$ cat config.mk
export PLATFORM = sky130hd
export DESIGN_NAME = bus_if_rr_arb
export DESIGN_NICKNAME = d
export VERILOG_FILES = /design/src/rtl/bus_if_rr_arb.sv
export SDC_FILE = /design/constraint.sdc
export NUM_CORES = 1
export LEC_CHECK = 0
export ABC_AREA = 1
export CORE_AREA = 4 4 210 212
export CTS_CLUSTER_SIZE = 25
export DETAILED_ROUTE_END_ITERATION = 16
export DIE_AREA = 0 0 214 216
export HOLD_SLACK_MARGIN = 0.06
export PLACE_DENSITY = 0.43
export SYNTH_ARGS = -nofsm -noshare
export SYNTH_HDL_FRONTEND = slang
export SYNTH_SLANG_ARGS = --single-unit
$ cat constraint.sdc
create_clock -name Clk -period 3.7 [get_ports Clk]
set_input_delay 0.74 -clock Clk [delete_from_list [all_inputs] [get_ports Clk]]
set_output_delay 0.74 -clock Clk [all_outputs]
set_load 0.02 [all_outputs]
$ cat src/rtl/bus_if_rr_arb.sv
// rtl/bus_if_rr_arb.sv - round-robin arbiter sharing one Bus_if slave port, in-order response routing
// Optional BUS_IF_RR_ARB_PRIO0_EN: master 0 wins every IDLE-state arbitration it requests in.
package Bus;
   typedef enum logic [1:0] {IDLE = 2'd0, WR = 2'd1, RD = 2'd2} Cmd;
   typedef enum logic [1:0] {NULL = 2'd0, DVA = 2'd1, ERR = 2'd3} Resp;
endpackage

module bus_if_rr_arb #(
   parameter int NUM_MASTERS   = 4,
   parameter int NUM_IN_FLIGHT = 4,
   parameter int ADDR_W        = 32,
   parameter int DATA_W        = 32
) (
   input  logic                    Clk,
   input  logic                    Reset,
   input  Bus::Cmd                 m_MCmd        [NUM_MASTERS],
   input  logic [ADDR_W-1:0]       m_MAddr       [NUM_MASTERS],
   input  logic [DATA_W-1:0]       m_MData       [NUM_MASTERS],
   input  logic [DATA_W/8-1:0]     m_MByteEn     [NUM_MASTERS],
   input  logic [NUM_MASTERS-1:0]  m_MDataValid,
   input  logic [NUM_MASTERS-1:0]  m_MRespAccept,
   output logic [NUM_MASTERS-1:0]  m_SCmdAccept,
   output logic [NUM_MASTERS-1:0]  m_SDataAccept,
   output Bus::Resp                m_SResp       [NUM_MASTERS],
   output logic [DATA_W-1:0]       m_SData       [NUM_MASTERS],
   output Bus::Cmd                 s_MCmd,
   output logic [ADDR_W-1:0]       s_MAddr,
   output logic [DATA_W-1:0]       s_MData,
   output logic                    s_MDataValid,
   output logic [DATA_W/8-1:0]     s_MByteEn,
   output logic                    s_MRespAccept,
   input  logic                    s_SCmdAccept,
   input  logic                    s_SDataAccept,
   input  Bus::Resp                s_SResp,
   input  logic [DATA_W-1:0]       s_SData,
   output logic                    busy
);

   localparam int IW = $clog2(NUM_MASTERS);
   localparam int PW = (NUM_IN_FLIGHT > 1) ? $clog2(NUM_IN_FLIGHT) : 1;
   localparam int CW = $clog2(NUM_IN_FLIGHT + 1);
   localparam logic [CW-1:0] FULL_CNT = CW'(NUM_IN_FLIGHT);
   localparam logic [PW-1:0] LAST_PTR = PW'(NUM_IN_FLIGHT - 1);
   localparam logic [IW-1:0] LAST_M   = IW'(NUM_MASTERS - 1);

   typedef enum logic {S_IDLE, S_LOCKED} state_t;

   state_t                 state, state_nxt;
   logic [IW-1:0]          grant_q, grant_nxt, last_grant, last_grant_nxt;
   logic [IW-1:0]          win, cand, sel, head;
   logic [NUM_MASTERS-1:0] req;
   logic                   found, sel_valid, fwd, push, pop, full, empty;
   logic [IW-1:0]          rq [NUM_IN_FLIGHT];
   logic [PW-1:0]          wr_ptr, rd_ptr;
   logic [CW-1:0]          count;
   logic                   unused_sda;

   // Data-phase handshake is folded into the command accept on this port.
   assign unused_sda = s_SDataAccept;

   always_comb begin
      for (int i = 0; i < NUM_MASTERS; i++) req[i] = (m_MCmd[i] != Bus::IDLE);
   end

   always_comb begin
      win   = last_grant;
      cand  = '0;
      found = 1'b0;
      for (int i = 1; i <= NUM_MASTERS; i++) begin
         cand = IW'((int'(last_grant) + i) % NUM_MASTERS);
         if (!found && req[cand]) begin
            found = 1'b1;
            win   = cand;
         end
      end
`ifdef BUS_IF_RR_ARB_PRIO0_EN
      if (req[0]) begin
         found = 1'b1;
         win   = '0;
      end
`else
`endif
   end

   assign full      = (count == FULL_CNT);
   assign empty     = (count == '0);
   assign sel_valid = (state == S_LOCKED) || found;
   assign sel       = (state == S_LOCKED) ? grant_q : win;
   assign fwd       = sel_valid && !full && !Reset;
   assign push      = fwd && s_SCmdAccept;
   assign head      = rq[rd_ptr];
   assign pop       = !empty && !Reset && (s_SResp != Bus::NULL) && m_MRespAccept[head];
   assign busy      = !Reset && (!empty || (state == S_LOCKED));

   always_comb begin
      s_MCmd        = Bus::IDLE;
      s_MAddr       = '0;
      s_MData       = '0;
      s_MDataValid  = 1'b0;
      s_MByteEn     = '0;
      m_SCmdAccept  = '0;
      m_SDataAccept = '0;
      if (fwd) begin
         s_MCmd              = m_MCmd[sel];
         s_MAddr             = m_MAddr[sel];
         s_MData             = m_MData[sel];
         s_MDataValid        = m_MDataValid[sel];
         s_MByteEn           = m_MByteEn[sel];
         m_SCmdAccept[sel]   = push;
         m_SDataAccept[sel]  = push;
      end
   end

   always_comb begin
      s_MRespAccept = 1'b0;
      for (int i = 0; i < NUM_MASTERS; i++) begin
         m_SResp[i] = Bus::NULL;
         m_SData[i] = '0;
      end
      if (!empty && !Reset) begin
         m_SResp[head] = s_SResp;
         m_SData[head] = s_SData;
         s_MRespAccept = m_MRespAccept[head];
      end
   end

   always_comb begin
      state_nxt      = state;
      grant_nxt      = grant_q;
      last_grant_nxt = last_grant;
      case (state)
         S_IDLE: begin
            if (fwd) begin
               if (s_SCmdAccept) begin
                  last_grant_nxt = win;
               end else begin
                  grant_nxt = win;
                  state_nxt = S_LOCKED;
               end
            end
         end
         S_LOCKED: begin
            if (push) begin
               last_grant_nxt = grant_q;
               state_nxt      = S_IDLE;
            end
         end
         default: state_nxt = S_IDLE;
      endcase
   end

   always_ff @(posedge Clk or posedge Reset) begin
      if (Reset) begin
         state      <= S_IDLE;
         grant_q    <= '0;
         last_grant <= LAST_M;
      end else begin
         state      <= state_nxt;
         grant_q    <= grant_nxt;
         last_grant <= last_grant_nxt;
      end
   end

   // Routing queue: one master index per outstanding command, popped in issue order.
   always_ff @(posedge Clk or posedge Reset) begin
      if (Reset) begin
         wr_ptr <= '0;
         rd_ptr <= '0;
         count  <= '0;
         for (int i = 0; i < NUM_IN_FLIGHT; i++) rq[i] <= '0;
      end else begin
         if (push) begin
            rq[wr_ptr] <= sel;
            wr_ptr     <= (wr_ptr == LAST_PTR) ? '0 : wr_ptr + 1'b1;
         end
         if (pop) rd_ptr <= (rd_ptr == LAST_PTR) ? '0 : rd_ptr + 1'b1;
         case ({push, pop})
            2'b10:   count <= count + 1'b1;
            2'b01:   count <= count - 1'b1;
            default: count <= count;
         endcase
      end
   end

endmodule
Yosys cells after proc, flatten, opt, wreduce, memory -nomap -nowiden
Cells that the tools add are included.
W data, S select, Z words.
{ "totals": {"out_inout_bits": 217, "elab_cells": 143, "regBits": 20, "inputBits": 326} }
{ "classes": {"bitwise": 9, "n_reduce_logical": 30, "magnitude_cmp": 13, "n_mux": 65, "addsub": 8, "eq_ne": 8} }
{ "op_table": {"columns": ["cell", "count"], "rows": [
  ["$mux W32", 7],
  ["$and A128 B128 Y128", 1],
  ["$bmux W32 S2", 2],
  ["$mux W128", 1],
  ["$demux W32 S2", 1],
  ["$mux W2", 17],
  ["$lt A2 B3 Y1 const B", 6],
  ["$mux W1", 16],
  ["$mux W4", 4],
  ["$logic_and A1 B1 Y1", 13],
  ["$bmux W1 S2", 6],
  ["$ge A3 B3 Y1 const B", 4],
  ["$not A2 Y3", 4],
  ["$reduce_bool A2 Y1", 6],
  ["$add A2 B1 Y2 const B", 4],
  ["$and A8 B8 Y8", 1],
  ["$bmux W2 S2", 2],
  ["$bmux W4 S2", 1],
  ["$bwmux W8", 1],
  ["$demux W2 S2", 2],
  ["$mux W8", 1],
  ["$eq A2 B2 Y1 const B", 3],
  ["$logic_not A1 Y1", 6],
  ["$lt A3 B1 Y1 const B", 2],
  ["17 further kinds", 22]
]} }

Longest topological paths before layout
Gate-level depths: netlist of run 1.
{ "depth": {"depth_word": 20, "depth_mapped": 19, "depth_no_buf": 18} }

Worst setup path before layout of run 1
Ideal clock, no wire load.
{ "synth_timing": {"path_type": "input to output", "startpoint": "input m_MCmd[4] (netlist bit)", "endpoint": "output m_SDataAccept[3]", "path_slack_ns": 0.277, "stages": 12, "required_ns": 2.960, "path_buffers": 3, "t_arrival_ns": 2.683, "cell_sequence": "nor2_1 nand2_1 nand2_1 nor2_1 nor2_4 nand3_1 nand3_4 nand2_4 buf_4 buf_4 nor3_1 buf_4"} }
{ "synth_via": {"elab_chain_cells": 20, "elab_cells_between_ends": 35, "classes_between": "order compare (2); mux (20); bitwise (1); reduce/logical (12)"} }
{ "synth_lines": {"columns": ["item", "line", "rtl"], "rows": [
  ["start, declared", "16", "input Bus::Cmd m_MCmd [NUM_MASTERS],"],
  ["$reduce_bool A2 Y1 (*)", "62", "for (int i = 0; i < NUM_MASTERS; i++) req[i] = (m_MCmd[i] != Bus::IDLE);"],
  ["$bmux W1 S2", "71", "if (!found && req[cand]) begin"],
  ["$mux W1 (not written as such)", "71", null],
  ["$mux W1", "71", null],
  ["$logic_not A1 Y1", "71", null],
  ["$logic_and A1 B1 Y1", "71", null],
  ["$mux W1", "71", null],
  ["$logic_not A1 Y1", "71", null],
  ["[... 4 more ...]", null, null],
  ["$mux W2", "71", null],
  ["$mux W2", "88", "assign sel = (state == S_LOCKED) ? grant_q : win;"],
  ["$lt A2 B3 Y1 / $ge A2 B1 Y1 (equally long branches)", null, null],
  ["$logic_and A1 B1 Y1", null, null],
  ["$mux W1", null, null],
  ["$demux W1 S2", null, null],
  ["$and A4 B4 Y4 (no line)", null, null],
  ["$mux W4 (*)", null, null],
  ["end, declared", "23", "output logic [NUM_MASTERS-1:0] m_SDataAccept,"]
]} }
Every way passes the cells marked *; elsewhere a longest branch is shown, timed or not. The select of a mux whose other input is x is not followed.

==> impl_metrics.ini, run 1 <==
[detailed_routing]
routed_wl_um = 36600
drt-pass1-iter-count = 5
drtIter0Drc = 503
num_vias = 9539
wl_per_cell_um = 15.3
drc_errors = 0
antenna_left = 0
viasPerCell = 3.98

[synthesis]
yosys_register_bits = 20
postSynthCellCount = 1301
synth_area_um2 = 5830
yosysSeqAreaShare_pct = 8.63
yosysWarnings = 0
synth_nets = 1634
syn_area_per_cell_um2 = 4.48
yosysUniqueCellTypes = 30

[sta]
slew_headroom_pct = 48.2
period_share_pct = 96.8
fin_crit_ns = 3.58
rsz0062_at_grt = yes
clock.fmax_mhz = 279
worstMarginPinSlew_ns = 0.777
hold_viol_final = 0
setup_violations = 0
finClkSkew_ns = 0.00109
drv_slew = 0

[die]
dieArea_um2 = 46200
start_util_pct = 13.9
die_y_um = 216
rows = 75
boundaryPins = 543
die_x_um = 214
core_um2 = 41900

[place]
placed_area_um2 = 12400
gp_congestion = 0.847
dpl.cell_count = 2380
dp_hpwl_um = 29500
port_buffers = 541

[final_layout]
final_core_util_pct = 29.9
nets = 2190
fin_cells = 2397
design_area_um2 = 12500
drive_gt1_share_pct = 12.3
area_delta_synth_final_pct = 115

[critical_path]
cp-end-kind = output pin
criticalPathCategory = in2out
cp-start-kind = input pin
arrival_ns = 2.84
required_ns = 2.96
crit_fanout = 29

[job]
maxCapViolCount = 0

[pwr]
p_comb_share_pct = 93.9
switchingPower_uw = 6600
clkPwrFrac_pct = 2.5
sw_frac_of_total_pct = 55.8
p_leak_uw = 0.00645
peakVddDrop_v = 0.000334
p_int_uw = 5230
power_frac_seq_pct = 3.6
p_per_area_nw_per_um2 = 943
finalPower_uw = 11800

[clock_network]
cts_buffers = 3
clk_path_buf_depth = 2
clkLatencyLatePin_ns = 0.25
clk_root_buffer_cell = clkbuf_16
cts_tree = yes
clk_pin_slew_ns = 0.06
cts.sinks = 20
cts.htree.levels = 1

[global_route]
grt_usage_pct = 14.8
grt_pass1_wl_um = 55500
grt_max_degree = 76
antenna_found_initial = 2
grt_pass1_vias = 9486
grt_overflow_total = 0

[hold_path]
hold_class = reg2reg

[status]
status = completed
==> stage by stage <==
| step | hold WS [ns] | TNS [ns] | worst slack, ns |
|---|---|---|---|
| after global routing | 0.495 | -0.0463 | -0.0199 |
| after global placement | 0.463 | -45.63 | -0.671 |
| final | 0.475 | 0 | 0.117 |
| after floorplan | 0.441 | 0 | 0.277 |
| after CTS | 0.481 | 0 | 0.0518 |
| after detailed placement | 0.470 | -46.64 | -0.675 |
==> worst max-delay path: stages <==
cell and delay [ns]:
clkdlybuf4s50_1 0.43, buf_4 0.16, a31oi_2 0.20, buf_12 0.22
nand2_1 0.13, nor2_1 0.26, clkdlybuf4s50_1 0.68
==> area by class of cell <==
cell class,instances,area (um^2)
clock buffer,3,75.1
timing repair buffer,642,6310
clock inverter,1,30.0
sequential,20,503
inverter,164,618
tap,539,674
antenna,2,5.00
fill,4766,29400
multi-input combinational,1026,4330
==> layer usage <==
| layer | GRT usage (%) | vias up | wire length, um |
|---|---|---|---|
| met5 | 0 | - | 0 |
| met4 | 3.20 | 0 | 816 |
| li1 | - | 4971 | - |
| met2 | 27.0 | 303 | 18300 |
| met3 | 2.86 | 34 | 2170 |
| met1 | 18.0 | 4231 | 15300 |
==> what timing repair did <==
action                     4_1_cts  5_1_grt
pin swaps                       10       13
buffers inserted                 5        1
gates cloned                     5        0
gates resized for setup        347       55
setup endpoints to repair       79       79
hold buffers                     0        0
==> cell usage after synthesis <==
cell        n  share of area (%)
nand2_1   530                 34
nor2_1    295                 19
inv_1     161                 10
nand3_1   153                 13
clkbuf_1   37                2.4
buf_2      29                2.5
o21ai_0    20                1.7
dfrtp_1    18                7.7
buf_6      11                2.1
buf_4       9                1.2
ha_1        6                1.3
buf_1       5               0.32
a21oi_1     3               0.26
a31oi_1     3               0.32
dfstp_2     2               0.90
inv_2       2               0.13
nand2_2     2               0.21
o21a_1      2               0.26
or2_2       2               0.21
fa_1        1               0.34
inv_4       1               0.11
nand2_4     1               0.19
nand3_4     1               0.30
nand3b_1    1               0.13
nand4_1     1               0.11
nor2_2      1               0.11
nor2_4      1               0.19
nor3_1      1              0.086
xnor2_1     1               0.15
xor2_1      1               0.15
==> registers in the layout, indices dropped and copies added (netlist names), named ones only <==
| register | count |
|---|---|
| count | 3 |
| wr_ptr | 2 |
| last_grant | 2 |
| grant_q | 2 |
| rd_ptr | 2 |
| rq | 8 |
==> power groups by stage <==
stage / Combinational [uW] / Clock (uW) / Sequential (uW)
after floorplan: 6040 / 0 / 390
after global placement: 11100 / 0 / 423
after detailed placement: 11000 / 0 / 424
after CTS: 11200 / 308 / 423
after global routing: 12200 / 317 / 441
final: 11100 / 301 / 425
==> worst paths after layout <==
path / slack (ns) / cells after the start / to / startpoint
min in group asynchronous: 1.12 / 3 / count[2]$_DFFE_PP0P_ / Reset
max in group asynchronous: 2.09 / 3 / rq[2]$_DFFE_PP0P_ / Reset
worst max-delay path: 0.12 / 7 / m_SData[104] / Reset
worst min register to register: 0.48 / 1 / count[0]$_DFFE_PP0P_ / count[0]$_DFFE_PP0P_
worst min-delay path: 0.48 / 1 / count[0]$_DFFE_PP0P_ / count[0]$_DFFE_PP0P_
worst max register to register: 0.66 / 19 / count[2]$_DFFE_PP0P_ / last_grant[0]$_DFFE_PP1P_
==> cells by family after synthesis <==
group | after synthesis | synth area share, %
simple gates | 989 | 67.8
buf+inv | 255 | 19.1
compound gates | 28 | 2.55
flops | 20 | 8.63
fa+ha+maj | 7 | 1.63
xor+xnor | 2 | 0.301
==> cell usage in the layout, fill, tap and decap left out, drive strengths merged, types with 2 or more instances in the layout <==
cell type,netlist,routed
nand2,533,533
clkdlybuf4s50,0,454
clkbuf,37,8
nand3,154,154
diode,0,2
dfrtp,18,18
a21oi,3,3
o21ai,20,20
inv,164,164
nor2,297,297
clkdlybuf4s15,0,2
buf,54,176
o21a,2,2
ha,6,6
or2,2,2
dfstp,2,2
a31oi,3,3
dlygate4sd2,0,4
No activity file was read; power rests on OpenSTA's default activity.
==> inputs of run 2 (changes only) <==
==> constraint.sdc (replaced) <==
create_clock -name Clk -period 4.5 [get_ports Clk]
set_input_delay 0.9 -clock Clk [delete_from_list [all_inputs] [get_ports Clk]]
set_output_delay 0.9 -clock Clk [all_outputs]
set_load 0.02 [all_outputs]
==> impl_metrics.ini, run 2 (synthesis gave the netlist of run 1 again) <==
[sta]
worstMarginPinSlew_ns = 0.778
clock.fmax_mhz = 233
finClkSkew_ns = 0.00238
setup_violations = 0
slew_headroom_pct = 48.1
rsz0062_at_grt = no
drv_slew = 0
hold_viol_final = 0
setup_ws_ns = 0.204
fin_crit_ns = 4.30
period_share_pct = 95.5

[pwr]
p_comb_share_pct = 93.8
finalPower_uw = 8940
sw_frac_of_total_pct = 58.0
p_int_uw = 3760
power_frac_seq_pct = 3.9
p_per_area_nw_per_um2 = 729
switchingPower_uw = 5180
peakVddDrop_v = 0.000248
clkPwrFrac_pct = 2.2
p_leak_uw = 0.00632

[final_layout]
area_delta_synth_final_pct = 110
fillers = 4806
most-common-layout-cells = 530 x nand2_1, 462 x clkdlybuf4s50_1, 294 x nor2_1
nets = 2163
largest_reg_flops = 8
regMostFlops = rq
register_area_um2 = 503
design_area_um2 = 12300
drive_gt1_share_pct = 5.85
final_core_util_pct = 29.2
reg.largest.list = rq x8, count x3
final_common_cell = nand2_1
multiInputGateArea_um2 = 4230

[critical_path]
cp-end-kind = output pin
cp.buffers_inverters = 4
arrival_ns = 3.40
critPathTopFamily = simple AND/OR/NAND/NOR gates
crit_top_cell = nand2_1
crit_fanout = 16
cpPeakStageDelay_ns = 0.45
criticalPathCategory = in2out
required_ns = 3.60
critical_path.cell_chain = clkdlybuf4s50_1, nor2_1, nand2_1, nand2_1, nor2_1, nor2_4, nand2_1, nand2_1, nand3_4, nand2_4, buf_12, buf_4, nand2_1, nand2_1, nor2_1, nor2_1, clkdlybuf4s15_1
cp-start-kind = input pin
timing.critical_path.slowest_stage_cell = clkdlybuf4s50_1

[global_route]
use_met3_pct = 2.73
use_met1_pct = 17.6
use_met2_pct = 26.3
antenna_found_initial = 1
grt_max_degree = 52
grt.busiest_layer = met2
grt_usage_pct = 14.3
grt_overflow_total = 0
grt_pass1_vias = 9204
grt_pass1_wl_um = 53800

[clock_network]
clkLatencyLatePin_ns = 0.25
clk_path_buf_depth = 2
cts.htree.levels = 1
cts.sinks = 20
clk_root_buffer_cell = clkbuf_16
clk_pin_slew_ns = 0.05
cts_tree = yes
cts_buffers = 3

[detailed_routing]
num_vias = 9400
drtIter0Drc = 524
drt-pass1-iter-count = 5
drc_errors = 0
viasPerCell = 3.97
routed_wl_um = 35400
wl_per_cell_um = 15.0
antenna_left = 0

[place]
port_buffers = 541
placed_area_um2 = 12300
gp_congestion = 0.851
place_ws_ns = -0.160
dp_hpwl_um = 29300

[die]
rows = 75
core_um2 = 41900
die_x_um = 214
boundaryPins = 543
die_y_um = 216
dieArea_um2 = 46200
start_util_pct = 13.9

[job]
maxCapViolCount = 0

[hold_path]
hold_class = reg2reg

[status]
status = completed
[run 2: cell count changes in the layout (fill, tap and decap cells not counted), sizes merged]
cell,delta
buf,-100
bufbuf,-1
bufinv,-1
clkbuf,+8
clkdlybuf4s15,+11
clkdlybuf4s50,+8
diode,-1
dlygate4sd2,+48
[run 2: cell type report]
cell class,count,area share (%)
timing repair buffer,615,50.1
multi-input combinational,1026,34.5
tap,539,5.50
inverter,164,5.04
sequential,20,4.10
clock buffer,4,0.724
antenna,1,0.0204
[run 2: tightest hold or removal path: stages (launching register included)]
cell and delay (ns):
dfrtp_1 0.34, nand2_1 0.05, nand2_1 0.05
[run 2: timing repair]
item / 4_1_cts / 5_1_grt
gates resized for setup: 79 / 38
setup endpoints to repair: 77 / 34
gates cloned: 0 / 0
buffers inserted: 0 / 0
hold buffers: 0 / 0
[run 2: layer usage]
metal / vias up / wire length, um
li1: 4918 / -
met1: 4165 / 14700
met2: 291 / 18100
met3: 26 / 2170
met4: 0 / 470
met5: - / 0
[run 2: power by group through the flow]
stage                     sequential [uW]  combinational [uW]  clock, uW
after floorplan                       320                4970          0
after global placement                351                8870          0
after detailed placement              355                8840          0
after CTS                             352                8550        207
after global routing                  366                9320        217
final                                 351                8390        200
[run 2: per-stage QoR]
stage	setup TNS [ns]	hold WS, ns	cells
after floorplan	0	0.441	1301
after global placement	-5.45	0.460	2364
after detailed placement	-5.88	0.466	2364
after CTS	0	0.483	2368
after global routing	0	0.506	2369
final	0	0.481	2369
[run 2: worst paths after layout]
kind                                   startpoint                      to  slack [ns]  cells past startpoint
max                                     m_MCmd[7]             s_MData[29]        0.20                     17
min reg2reg                grant_q[0]$_DFFE_PP0P_  grant_q[0]$_DFFE_PP0P_        0.48                      2
min in group asynchronous                   Reset   rd_ptr[1]$_DFFE_PP0P_        1.22                      2
max in group asynchronous                   Reset    count[1]$_DFFE_PP0P_        2.79                      2
max reg2reg                 rd_ptr[0]$_DFFE_PP0P_    count[2]$_DFFE_PP0P_        1.40                     18
min                        grant_q[0]$_DFFE_PP0P_  grant_q[0]$_DFFE_PP0P_        0.48                      2
